## src/rtl/field_pkg.sv

```systemverilog
// Shared types and default geometry for the piece/field merge datapath.
package field_pkg;

    localparam int DEF_FIELD_W = 10;
    localparam int DEF_FIELD_H = 20;
    localparam int DEF_BLK     = 4;
    localparam int FIELD_BITS  = DEF_FIELD_W * DEF_FIELD_H;
    localparam int BLK_BITS    = DEF_BLK * DEF_BLK;

    typedef logic [1:0] rot_t;

    typedef enum logic [1:0] {IDLE, LOAD, SCAN, DONE} fm_state_t;

endpackage

```

## src/rtl/field_merge_seq_if.sv

```systemverilog
// Request/result bundle between game control (master) and field_merge_seq (slave).
// Handshake: start is a request taken only while busy=0 and done=0; a request at
// any other time is dropped. done is a one-cycle strobe marking field_out/collision valid.
interface field_merge_seq_if
    import field_pkg::*;
#(
    parameter int FIELD_W = DEF_FIELD_W,
    parameter int FIELD_H = DEF_FIELD_H,
    parameter int BLK     = DEF_BLK,
    parameter int POS_W   = 5
);
    logic                       start;
    rot_t                       rotate;
    logic [POS_W-1:0]           pos_x;
    logic [POS_W-1:0]           pos_y;
    logic [BLK*BLK-1:0]         block_matrix;
    logic [FIELD_W*FIELD_H-1:0] field_bg;
    logic                       busy;
    logic                       done;
    logic                       collision;
    logic [FIELD_W*FIELD_H-1:0] field_out;

    modport master (
        output start, rotate, pos_x, pos_y, block_matrix, field_bg,
        input  busy, done, collision, field_out
    );

    modport slave (
        input  start, rotate, pos_x, pos_y, block_matrix, field_bg,
        output busy, done, collision, field_out
    );
endinterface

```

## src/rtl/block_rot_index.sv

```systemverilog
// Maps a scan cell (bx, by) to the source mask bit for a clockwise quarter-turn rotation.
module block_rot_index
    import field_pkg::*;
#(
    parameter int  BLK = DEF_BLK,
    localparam int BW  = $clog2(BLK),
    localparam int CW  = $clog2(BLK * BLK)
) (
    input  rot_t          rotate,
    input  logic [BW-1:0] bx,
    input  logic [BW-1:0] by,
    output logic [CW-1:0] idx
);
    int x, y, i;

    always_comb begin
        x = int'(bx);
        y = int'(by);
        case (rotate)
            2'd0:    i = y * BLK + x;
            2'd1:    i = (BLK - 1 - x) * BLK + y;
            2'd2:    i = (BLK - 1 - y) * BLK + (BLK - 1 - x);
            default: i = x * BLK + (BLK - 1 - y);
        endcase
        idx = CW'(i);
    end
endmodule

```

## src/rtl/field_merge_seq.sv

```systemverilog
// Sequential piece/field merge: scans the piece mask one cell per cycle and ORs it into a field snapshot.
// Optional FIELD_MERGE_EARLY_ABORT_EN: first collision ends the scan and restores the background.
module field_merge_seq
    import field_pkg::*;
#(
    parameter int FIELD_W = DEF_FIELD_W,
    parameter int FIELD_H = DEF_FIELD_H,
    parameter int BLK     = DEF_BLK,
    parameter int POS_W   = 5
) (
    input  logic                     clk,
    input  logic                     rst_n,
    field_merge_seq_if.slave         bus,
    output fm_state_t                dbg_state
);
    localparam int NBITS = FIELD_W * FIELD_H;
    localparam int CELLS = BLK * BLK;
    localparam int BW    = $clog2(BLK);
    localparam int CW    = $clog2(CELLS);
    localparam int FW    = $clog2(NBITS);
    localparam logic [CW-1:0] LAST = CW'(CELLS - 1);

    fm_state_t        state_q, state_d;
    logic [CW-1:0]    cnt_q;
    rot_t             rot_q;
    logic [POS_W-1:0] px_q, py_q;
    logic [CELLS-1:0] mask_q;
    logic [NBITS-1:0] field_q;
    logic             coll_q;
`ifdef FIELD_MERGE_EARLY_ABORT_EN
    logic [NBITS-1:0] bg_q;
`endif

    logic [BW-1:0] bx, by;
    logic [CW-1:0] src_idx;
    logic [FW-1:0] fidx;
    logic          in_range, hit, clash, busy, done;
    int            fx, fy;

    assign bx = BW'(int'(cnt_q) % BLK);
    assign by = BW'(int'(cnt_q) / BLK);

    block_rot_index #(.BLK(BLK)) u_rot (
        .rotate (rot_q),
        .bx     (bx),
        .by     (by),
        .idx    (src_idx)
    );

    // Coordinates are widened to int so pos + offset never wraps back into range.
    always_comb begin
        fx       = int'(px_q) + int'(bx);
        fy       = int'(py_q) + int'(by);
        in_range = (fx < FIELD_W) && (fy < FIELD_H);
        fidx     = in_range ? FW'(fy * FIELD_W + fx) : '0;
    end

    assign hit   = (state_q == SCAN) && mask_q[src_idx];
    assign clash = hit && (!in_range || field_q[fidx]);

    always_ff @(posedge clk or negedge rst_n) begin
        if (!rst_n) state_q <= IDLE;
        else        state_q <= state_d;
    end

    always_comb begin
        state_d = state_q;
        case (state_q)
            IDLE: if (bus.start) state_d = LOAD;
            LOAD: state_d = SCAN;
            SCAN: begin
                if (cnt_q == LAST) state_d = DONE;
`ifdef FIELD_MERGE_EARLY_ABORT_EN
                if (clash) state_d = DONE;
`endif
            end
            DONE:    state_d = IDLE;
            default: state_d = IDLE;
        endcase
    end

    always_comb begin
        busy = (state_q == LOAD) || (state_q == SCAN);
        done = (state_q == DONE);
    end

    always_ff @(posedge clk or negedge rst_n) begin
        if (!rst_n) begin
            cnt_q   <= '0;
            rot_q   <= '0;
            px_q    <= '0;
            py_q    <= '0;
            mask_q  <= '0;
            field_q <= '0;
            coll_q  <= 1'b0;
`ifdef FIELD_MERGE_EARLY_ABORT_EN
            bg_q    <= '0;
`endif
        end else begin
            case (state_q)
                IDLE: if (bus.start) begin
                    rot_q   <= bus.rotate;
                    px_q    <= bus.pos_x;
                    py_q    <= bus.pos_y;
                    mask_q  <= bus.block_matrix;
                    field_q <= bus.field_bg;
                    coll_q  <= 1'b0;
`ifdef FIELD_MERGE_EARLY_ABORT_EN
                    bg_q    <= bus.field_bg;
`endif
                end
                LOAD: cnt_q <= '0;
                SCAN: begin
                    cnt_q <= cnt_q + 1'b1;
                    if (hit && in_range) field_q[fidx] <= 1'b1;
                    if (clash) coll_q <= 1'b1;
`ifdef FIELD_MERGE_EARLY_ABORT_EN
                    // Aborted merge leaves the untouched background as the result.
                    if (clash) field_q <= bg_q;
`endif
                end
                default: ;
            endcase
        end
    end

    assign bus.busy      = busy;
    assign bus.done      = done;
    assign bus.collision = coll_q;
    assign bus.field_out = field_q;
    assign dbg_state     = state_q;
endmodule
```

## src/flat_wrapper.sv

```systemverilog
// flat-port wrapper written by rule: the top's interface ports become plain ports
module field_merge_seq_flat import field_pkg::*;
#(
    parameter int FIELD_W = DEF_FIELD_W,
    parameter int FIELD_H = DEF_FIELD_H,
    parameter int BLK     = DEF_BLK,
    parameter int POS_W   = 5
)
  (clk, rst_n, dbg_state, bus_start, bus_rotate, bus_pos_x, bus_pos_y, bus_block_matrix, bus_field_bg, bus_busy, bus_done, bus_collision, bus_field_out);
  field_merge_seq_if #(.FIELD_W(FIELD_W), .FIELD_H(FIELD_H), .BLK(BLK), .POS_W(POS_W)) bus_i ();
  input  logic clk;
  input  logic rst_n;
  output fm_state_t dbg_state;
  input wire logic [$bits(bus_i.start)-1:0] bus_start;
  input wire logic [$bits(bus_i.rotate)-1:0] bus_rotate;
  input wire logic [$bits(bus_i.pos_x)-1:0] bus_pos_x;
  input wire logic [$bits(bus_i.pos_y)-1:0] bus_pos_y;
  input wire logic [$bits(bus_i.block_matrix)-1:0] bus_block_matrix;
  input wire logic [$bits(bus_i.field_bg)-1:0] bus_field_bg;
  output wire logic [$bits(bus_i.busy)-1:0] bus_busy;
  output wire logic [$bits(bus_i.done)-1:0] bus_done;
  output wire logic [$bits(bus_i.collision)-1:0] bus_collision;
  output wire logic [$bits(bus_i.field_out)-1:0] bus_field_out;
  assign bus_i.start = bus_start;
  assign bus_i.rotate = bus_rotate;
  assign bus_i.pos_x = bus_pos_x;
  assign bus_i.pos_y = bus_pos_y;
  assign bus_i.block_matrix = bus_block_matrix;
  assign bus_i.field_bg = bus_field_bg;
  assign bus_busy = bus_i.busy;
  assign bus_done = bus_i.done;
  assign bus_collision = bus_i.collision;
  assign bus_field_out = bus_i.field_out;
  field_merge_seq #(.FIELD_W(FIELD_W), .FIELD_H(FIELD_H), .BLK(BLK), .POS_W(POS_W)) u_core (.clk(clk), .rst_n(rst_n), .bus(bus_i), .dbg_state(dbg_state));
endmodule
```

## config.mk

```make
export PLATFORM = sky130hd
export DESIGN_NAME = field_merge_seq_flat
export DESIGN_NICKNAME = d
export VERILOG_FILES = /design/src/rtl/field_pkg.sv /design/src/rtl/field_merge_seq_if.sv /design/src/rtl/block_rot_index.sv /design/src/rtl/field_merge_seq.sv /design/src/flat_wrapper.sv
export SDC_FILE = /design/constraint.sdc
export NUM_CORES = 1
export LEC_CHECK = 0
export CAP_MARGIN = 20
export CORE_MARGIN = 2
export CORE_UTILIZATION = 49
export CTS_CLUSTER_SIZE = 25
export DETAILED_ROUTE_END_ITERATION = 10
export PLACE_DENSITY = 0.84
export SLEW_MARGIN = 15
export SYNTH_ARGS = -nofsm -noshare
export SYNTH_HDL_FRONTEND = slang
export SYNTH_SLANG_ARGS = --single-unit
```

## constraint.sdc

```tcl
create_clock -name clk -period 9.8 [get_ports clk]
set_input_delay 0.98 -clock clk [delete_from_list [all_inputs] [get_ports clk]]
set_output_delay 0.98 -clock clk [all_outputs]
set_load 0.005 [all_outputs]
```

==> flow_metrics.tcl <==
set metrics [dict create \
    drtIter0Drc 1947 \
    worst_r2r_path_depth 15 \
    crit_arrival_ns 6.01 \
    ctsResizeCount 0 \
    viasPerCell 6.57 \
    synth_top_area_share_pct 42.7 \
    yosysMostFrequentCell "a21oi_1" \
    synth_edf_count 0 \
    cts_post_setup_buffers_inserted 0 \
    grt_pass1_wl_mm 87.3 \
    row_count 61 \
    status "complete, no violations" \
    grt_pass1_vias 14300 \
    worstReg2RegStart "u_core.cnt_q[2]" \
    drc 0 \
    htreeDepth 1 \
    startpoint "u_core.cnt_q[2]" \
    required_ns 10.27 \
    crit_slowest_cell "nor4_4" \
    synth_cell_types 80 \
    coreArea_um2 27700 \
    finalHoldViolations 0 \
    synth_area_leader_cell "dfrtp_1" \
    drt_wl_total_mm 60.0 \
    synth_area_um2 13800 \
    skew_ns 0.0152 \
    min_period_ns 5.54 \
    syn_nets 1708 \
    period_share_pct 56.6 \
    endpoint "u_core.bus.collision" \
    drt_first_pass_iters 5 \
    postSynthAreaPerCell_um2 9.49 \
    async_reset_ff_share_pct 100 \
    synth_cells 1452 \
    cts_sinks 235 \
    reg2reg_slack_ns 4.26 \
    nNetsFinal 2057 \
    antenna_found_initial 4 \
    syn2layout_area_growth_pct 39.7 \
    synth_common_cells "a21oi_1, dfrtp_1, nand2_1" \
    rsz0062_at_grt "false" \
    slew_headroom_pct 14.2 \
    cp.depth 15 \
    dieArea_um2 29500 \
    path_cells "ha_1 -> inv_1 -> fa_1 -> nor2_1 -> xor2_1 -> ha_1 -> fa_1 -> ha_1 -> a21boi_0 -> nor2_1 -> nand3_1 -> nor4_4 -> o31ai_1 -> and4b_1 -> a31oi_1" \
    fmax_mhz 180 \
    timing_worst_slew_pin_value_ns 1.29 \
    r2r_end "u_core.bus.collision" \
    critPathMaxFanout 17 \
    crit_top_cell "ha_1" \
    cp-end-kind "flop" \
    cts_buffer_depth 3 \
    hold_ws_ns 0.504 \
    chipWidth_um 172 \
    drive_gt1_share_pct 9.34 \
    cts_buffers 26 \
    timing.setup.tns_ns 0 \
    clock-root-buffer "clkbuf_16" \
    worst-setup-path-type "flop to flop" \
    wl_per_cell_um 27.3 \
    initial_utilization_pct 49.7 \
    max_stage_delay_ns 0.99 \
    die_h_um 172 \
    drv_slew 0 \
    startpoint_type "flop" \
    vias 14500 \
    min_path_type "input port to async pin" \
    synth.ff_latch_count 235 \
    yosys-top-cells-area "dfrtp_1, o22a_1, a21oi_1" \
    overflow 0 \
    ant_nets 0 \
    gp_congestion 0.932 \
    fillers 2134 \
    synth_seq_area_share_pct 42.7 \
    path_buf_inv 1 \
    ys.flop_type "dfrtp_1" \
    port_buffers 435 \
    dpl.hpwl_mm 40.3 \
    cts_tree "yes" \
    cts-hold-fix-buffers 0 \
    finalSetupViolCount 0 \
    yosys_warnings 0 \
    num_io_pins 436 \
    track_usage_pct 39.5 \
    grt_max_degree 111 \
    drv_cap 0 \
    crit_family "simple AND/OR/NAND/NOR gates" \
    clk_pin_slew_worst_paths_ns 0.06 \
    insertion_delay_ns 0.55 \
]
## how the worst min path moves through the flow
stage | slack, ns | endpoint | start | cells after the start
after CTS | 0.51 | u_core.mask_q[5] | u_core.mask_q[5] | 1
after global routing | 0.51 | u_core.mask_q[7] | u_core.mask_q[7] | 1
after global placement | 0.48 | u_core.mask_q[7] | u_core.mask_q[7] | 1
after detailed placement | 0.49 | u_core.mask_q[4] | u_core.mask_q[4] | 1
after floorplan | 0.47 | u_core.mask_q[10] | u_core.mask_q[10] | 1
final | 0.50 | u_core.mask_q[12] | rst_n | 1
## logic make-up (layout without fill, tap and decap cells)
family	Yosys count	count (layout)	share of synthesized area, %
AND/OR/NAND/NOR	367	367	12.1
XOR/XNOR	19	19	1.64
adder cells (fa/ha/maj)	25	25	2.49
other	0	5	0
multiplexers	88	88	7.75
AO/OA/AOI/OAI	562	562	28.3
buffers and inverters	156	524	4.98
flip-flops	235	235	42.7
## metal layers
| metal | vias up | routed length (um) | track usage [%] |
|---|---|---|---|
| met3 | 235 | 6980 | 9.62 |
| met2 | 1080 | 27500 | 61.9 |
| li1 | 6096 | - | - |
| met4 | 0 | 3670 | 21.1 |
| met1 | 7052 | 21900 | 50.5 |
| met5 | - | 0 | 0 |
## layout make-up
class,count,area (um2),share of cell area (%)
sequential,235,5880,30.6
tap,378,473,2.46
timing repair buffer,456,4550,23.7
clock inverter,11,158,0.819
clock buffer,36,759,3.95
antenna,5,12.5,0.0650
inverter,21,78.8,0.410
multi-input combinational,1061,7330,38.1
## sequential cells by signal (all words and copies together), names as in the netlist
name	count
u_core.px_q	5
u_core.bus.collision	1
u_core.dbg_state	2
u_core.cnt_q	4
u_core.rot_q	2
u_core.bus.field_out	200
u_core.py_q	5
u_core.mask_q	16
## placed cells by master (no fill, tap or decap), types with 5 or more instances in the layout
cell and count:
clkdlybuf4s50_1 434, a21oi_1 240, dfrtp_1 235, nand2_1 226, o22a_1 203, nor2_1 44, mux2_2 40, mux2i_1 37
clkbuf_16 27, inv_1 20, o21ai_0 19, nand3_1 18, ha_1 18, buf_4 17, nor2_2 13, o22ai_1 13
nor3_1 12, mux4_2 11, xnor2_1 8, o31ai_1 8, a31oi_1 8, nor4_4 7, xor2_1 6, clkinv_2 6
diode_2 5, and3_1 5, nand2b_1 5, nor2b_1 5, or3_1 5, or2_2 5, nor4_1 5, o211ai_1 5
clkbuf_8 5
## per-stage QoR
stage	util (%)	setup WS [ns]	instances	cell area (um2)
after floorplan	-	5.32	1452	13800
after global placement	65.8	4.48	2146	18200
after detailed placement	65.9	4.38	2148	18300
after CTS	69.2	4.34	2195	19200
after global routing	69.4	3.92	2200	19200
final	69.5	4.26	2203	19200
Power is left out: the tool's default activity adds up to more than one toggle a clock period on the data nets, which glitch-free logic cannot reach.
